[src/rtl/consmax_ocollect.sv]
// Output collector for consmax heads: per-head lane-masked FIFOs drained
// through a round-robin arbiter into a single registered valid/ready output.
module consmax_ocollect #(
  parameter int unsigned NUM_HEAD   = 8,
  parameter int unsigned GBUS_DATA  = 32,
  parameter int unsigned GBUS_WIDTH = 4,
  parameter int unsigned FIFO_DEPTH = 4
) (
  input  logic                            clk,
  input  logic                            rst,
  input  logic [GBUS_DATA*NUM_HEAD-1:0]   idata,
  input  logic [GBUS_WIDTH*NUM_HEAD-1:0]  idata_valid,
  input  logic                            ovf_clr,
  output logic [GBUS_DATA-1:0]            odata,
  output logic [GBUS_WIDTH-1:0]           omask,
  output logic [$clog2(NUM_HEAD)-1:0]     ohead,
  output logic                            ovalid,
  input  logic                            oready,
  output logic [NUM_HEAD-1:0]             ovf
);

  localparam int unsigned HW     = $clog2(NUM_HEAD);
  localparam int unsigned PW     = $clog2(FIFO_DEPTH);
  localparam int unsigned CW     = PW + 1;
  localparam int unsigned LANE_W = GBUS_DATA / GBUS_WIDTH;

  typedef struct packed {
    logic [GBUS_DATA-1:0]  data;
    logic [GBUS_WIDTH-1:0] mask;
  } entry_t;

  entry_t        mem   [NUM_HEAD][FIFO_DEPTH];
  logic [PW-1:0] wptr  [NUM_HEAD];
  logic [PW-1:0] rptr  [NUM_HEAD];
  logic [CW-1:0] count [NUM_HEAD];
  logic [HW-1:0] rr_ptr;

  logic [NUM_HEAD-1:0] req_valid;
  logic [NUM_HEAD-1:0] full;
  logic [NUM_HEAD-1:0] nonempty;
  logic [NUM_HEAD-1:0] push;
  logic [NUM_HEAD-1:0] pop;
  entry_t              push_entry [NUM_HEAD];
  logic [HW-1:0]       grant;
  logic                load;

  // Per-head push decode; invalid lanes are zeroed before storage.
  always_comb begin
    for (int unsigned h = 0; h < NUM_HEAD; h++) begin
      push_entry[h] = '0;
      req_valid[h]  = |idata_valid[h*GBUS_WIDTH +: GBUS_WIDTH];
      full[h]       = (count[h] == CW'(FIFO_DEPTH));
      nonempty[h]   = (count[h] != '0);
      push[h]       = req_valid[h] && !full[h];
      push_entry[h].mask = idata_valid[h*GBUS_WIDTH +: GBUS_WIDTH];
      for (int unsigned l = 0; l < GBUS_WIDTH; l++) begin
        push_entry[h].data[l*LANE_W +: LANE_W] =
          idata[h*GBUS_DATA + l*LANE_W +: LANE_W] & {LANE_W{idata_valid[h*GBUS_WIDTH + l]}};
      end
    end
  end

  // Round-robin search starting at rr_ptr, using pre-push occupancy.
  always_comb begin : arb
    int unsigned   idx;
    logic [HW-1:0] hidx;
    logic          found;
    idx   = 0;
    hidx  = '0;
    found = 1'b0;
    grant = '0;
    pop   = '0;
    for (int unsigned k = 0; k < NUM_HEAD; k++) begin
      idx = 32'(rr_ptr) + k;
      if (idx >= NUM_HEAD) idx = idx - NUM_HEAD;
      hidx = HW'(idx);
      if (!found && nonempty[hidx]) begin
        found = 1'b1;
        grant = hidx;
      end
    end
    load = found && (!ovalid || oready);
    if (load) pop[grant] = 1'b1;
  end

  // FIFO storage needs no reset; occupancy is tracked by count.
  always_ff @(posedge clk) begin
    for (int unsigned h = 0; h < NUM_HEAD; h++) begin
      if (push[h]) mem[h][wptr[h]] <= push_entry[h];
    end
  end

  always_ff @(posedge clk or posedge rst) begin
    if (rst) begin
      for (int unsigned h = 0; h < NUM_HEAD; h++) begin
        wptr[h]  <= '0;
        rptr[h]  <= '0;
        count[h] <= '0;
      end
      rr_ptr <= '0;
      ovf    <= '0;
      odata  <= '0;
      omask  <= '0;
      ohead  <= '0;
      ovalid <= 1'b0;
    end else begin
      for (int unsigned h = 0; h < NUM_HEAD; h++) begin
        if (push[h]) wptr[h] <= wptr[h] + 1'b1;
        if (pop[h])  rptr[h] <= rptr[h] + 1'b1;
        count[h] <= count[h] + CW'(push[h]) - CW'(pop[h]);
        // A fresh overflow wins over a simultaneous clear.
        ovf[h] <= (req_valid[h] && full[h]) || (ovf[h] && !ovf_clr);
      end
      if (load) begin
        odata  <= mem[grant][rptr[grant]].data;
        omask  <= mem[grant][rptr[grant]].mask;
        ohead  <= grant;
        ovalid <= 1'b1;
        rr_ptr <= (grant == HW'(NUM_HEAD - 1)) ? '0 : grant + 1'b1;
      end else if (oready) begin
        ovalid <= 1'b0;
      end
    end
  end

endmodule

[config.mk]
export PLATFORM = sky130hd
export DESIGN_NAME = consmax_ocollect
export DESIGN_NICKNAME = d
export VERILOG_FILES = /design/src/rtl/consmax_ocollect.sv
export SDC_FILE = /design/constraint.sdc
export NUM_CORES = 2
export LEC_CHECK = 0
export CORE_ASPECT_RATIO = 0.6
export CORE_MARGIN = 10
export CORE_UTILIZATION = 30
export DETAILED_ROUTE_END_ITERATION = 7
export GPL_TIMING_DRIVEN = 0
export PLACE_DENSITY = 0.54
export SKIP_LAST_GASP = 1
export SYNTH_ARGS = -nofsm -noshare
export SYNTH_HDL_FRONTEND = slang
export SYNTH_SLANG_ARGS = --single-unit
[constraint.sdc]
create_clock -name clk -period 7.3 [get_ports clk]
set_input_delay 1.095 -clock clk [delete_from_list [all_inputs] [get_ports clk]]
set_output_delay 1.095 -clock clk [all_outputs]
set_load 0.005 [all_outputs]
==> impl_metrics.toml <==
[global_route]
grt-ovfl-total = 0
grt_pass1_wl_um = 350100
antenna_found_initial = 28
grt_max_degree = 66
grt_pass1_vias = 36769
grt_usage = 0.2656

[sta]
relSlewSlack = -0.08417
fin_skew_ps = 44.57
hold_viol_final = 0
rsz0062_at_grt = "true"
drv_slew = 124
period_share = 1.014
max_freq_mhz = 135.1
tightest_slew_ps = 1621
setup_viol = 4
postLayoutSetupSlackWorst_ps = -104.3
min_period_ps = 7404

[synthesis]
synthDominantCellAreaShare = 0.6522
synth.distinct_cells = 81
netlist.top_cell.by_area = "edfxtp_1"
synth_warnings = 0
netlist_area_um2 = 53040
synth_seq_cells = 1259
yosys-top-cells-count = "edfxtp_1 (1,152), nand2_1 (822), and2_1 (293)"
synth_edf_count = 1152
ys_seq_area_frac = 0.7027
yosysMostFrequentCell = "edfxtp_1"
yosys-top-cells-area = "edfxtp_1 (65%), nand2_1 (5.8%), dfrtp_1 (5.0%)"
postSynthAreaPerCell_um2 = 13.81
synthArstFlopShare = 0.08499
synth_fp_nets = 4190
synth-main-ff-cell = "edfxtp_1"
syn_inst = 3840

[setup_path]
slowest_stage = "clkbuf_1"
crit_family = "simple AND/OR/NAND/NOR gates"
cp-end-kind = "register"
crit_required_ps = 7940
critical_path_class = "register to register"
r2r_cells = 19
r2r_end = "odata[20]$_DFFE_PP0P_"
cp_cell_sequence = "clkinv_2 -> clkbuf_2 -> ha_1 -> clkbuf_2 -> nor4_2 -> a2111oi_0 -> or4_1 -> o221ai_1 -> a22o_1 -> o21a_1 -> nor2_4 -> buf_2 -> nor2_1 -> clkbuf_1 -> a32oi_1 -> nand3_1 -> nand2_1 -> a32oi_1 -> o21ai_1"
startpoint_type = "register"
crit_arrival_ps = 8050
rrSetupSlack_ps = -100
path_buf_inv = 5
timing.rr.start = "rr_ptr[0]$_DFFE_PP0P_"
critPathMaxFanout = 10
startpoint = "rr_ptr[0]$_DFFE_PP0P_"
crit_path_max_incr_delay_ps = 1110

[routing]
ant_nets = 0
dr_wl_met2_um = 104400
drt_wl_total_um = 270100
drc_errors = 0
drt-vias-per-instance = 5.884
wl_met1_um = 105100
highest_layer = "met5"
vias = 40167
wl_met3_um = 48780
detail_route.first_pass.iterations = 6
drtIter0Drc = 8309
wl_per_cell_um = 39.57

[clocking]
clkLatencyLatePin_ps = 790
cts_tree = "yes"
cts.clk_slew.worst_paths_ps = 70
clock_path_buffers = 3
cts_buffers = 119
root_buffer = "clkbuf_16"
cts_sinks = 1259
cts.htree.levels = 3
hold_buffers = 0

[floorplanning]
core_area_um2 = 175500
design.die.area_um2 = 194600
start_util = 0.3021
ios = 340
row_count = 119
fp.dieH_um = 345.7
dieWidth_um = 562.8

[min_path]
min_to = "rptr[5]$_DFFE_PP0P_"
min_from = "rptr[5]$_DFFE_PP0P_"
hp-class = "register to register"
holdPathStages = 1

[run_status]
outcome = "complete, but fails checks"
violations = "capacitance limit, slew limit, setup timing"

[cells_and_area]
nNetsFinal = 4687
drive_gt1_frac = 0.1288
area_growth_pct = 21.87

[placed_design]
io_buffer_count = 338
preCtsSetupSlack_ps = -1670
hpwl_um = 184000
gp_congestion = 0.9594

[flow_run]
max_cap_viol_count = 10
## timing repair
| item | in CTS | in global routing |
|---|---|---|
| gates resized for setup | 40 | 43 |
| pin swaps | 0 | 2 |
| endpoints found under the setup margin | 75 | 52 |
| buffers inserted | 0 | 1 |
## worst reg2reg max path, cell delays in order, from the launching register on
cell       delay, ps
dfrtp_1          570
clkinv_2         270
clkbuf_2         310
ha_1             390
clkbuf_2         320
nor4_2           470
a2111oi_0        190
or4_1            680
o221ai_1         210
a22o_1           280
o21a_1           290
nor2_4           110
buf_2            220
nor2_1           820
clkbuf_1        1110
a32oi_1          440
nand3_1          180
nand2_1           70
a32oi_1          200
o21ai_1          100
## cell type report
cell class | count | area (µm²)
Buffer | 205 | 1071
Antenna cell | 26 | 65.06
Clock buffer | 151 | 3253
Timing Repair Buffer | 378 | 4217
Inverter | 60 | 231.5
Multi-Input combinational cell | 2314 | 14800
Clock inverter | 74 | 785.8
Sequential cell | 1259 | 37270
Fill cell | 16770 | 110900
Tap cell | 2359 | 2952
## logic make-up (layout without fill, tap and decap cells)
family | count (synthesis) | in the layout | share of synthesized area
simple gates | 1575 | 1575 | 0.1383
xor+xnor | 45 | 45 | 0.007431
mux | 205 | 205 | 0.05989
compound gates | 431 | 431 | 0.05421
other cells | 0 | 26 | 0
flops | 1259 | 1259 | 0.7027
buf+inv | 267 | 868 | 0.02262
fa+ha+maj | 58 | 58 | 0.01481
## cell usage in the layout (no fill, tap or decap), types with 13 or more instances in the layout
master,count
a211oi_1,20
a21oi_1,109
a221oi_1,13
a22oi_1,21
a31oi_1,69
a32oi_1,18
and2_1,261
and2_4,32
and3_1,62
buf_1,15
buf_16,26
buf_2,115
buf_4,13
bufinv_16,14
clkbuf_1,71
clkbuf_16,123
clkbuf_2,22
clkdlybuf4s50_1,312
clkinv_1,22
clkinv_2,23
dfrtp_1,107
diode_2,26
edfxtp_1,1152
ha_1,50
inv_1,57
mux2_2,24
mux2i_1,91
mux4_2,85
nand2_1,822
nand3_1,257
nor2_1,51
nor3_1,19
nor4_1,14
o211ai_1,19
o21ai_0,52
o22ai_1,22
xnor2_1,34
## registers in the layout, indices dropped and copies added (netlist names)
name / count
ohead: 3
rptr: 16
odata: 32
rr_ptr: 3
omask: 4
ovf: 8
ovalid: 1
count: 24
mem: 1152
wptr: 16
## worst max path at each step
stage	to	cells past startpoint
finish	odata[20]$_DFFE_PP0P_	19
global route	odata[14]$_DFFE_PP0P_	18
CTS	count[20]$_DFF_PP0_	22
detailed placement	count[20]$_DFF_PP0_	22
global placement	count[20]$_DFF_PP0_	22
floorplan	count[17]$_DFF_PP0_	24
## through the flow
step           std cells  utilization  area (µm²)  hold WS [ps]  TNS (ps)
2_1_floorplan       3840            -       53040         438.7         0
3_3_place_gp        6537       0.3382       59370         461.6    -64210
6_report            6826       0.3682       64640         476.4    -205.5
4_1_cts             6800       0.3673       64470         476.2         0
5_1_grt             6805       0.3679       64590         496.9    -312.3
3_5_place_dp        6576       0.3435       60300         463.1    -57530
## metal layers
layer / vias to the layer above / track usage
met4: 4 / 0.09301
li1: 15245 / -
met3: 617 / 0.1372
met5: - / 0.004999
met2: 4058 / 0.3512
met1: 20243 / 0.3667
Power is left out: the tool's default activity adds up to more than one toggle a clock period on the data nets, which glitch-free logic cannot reach.
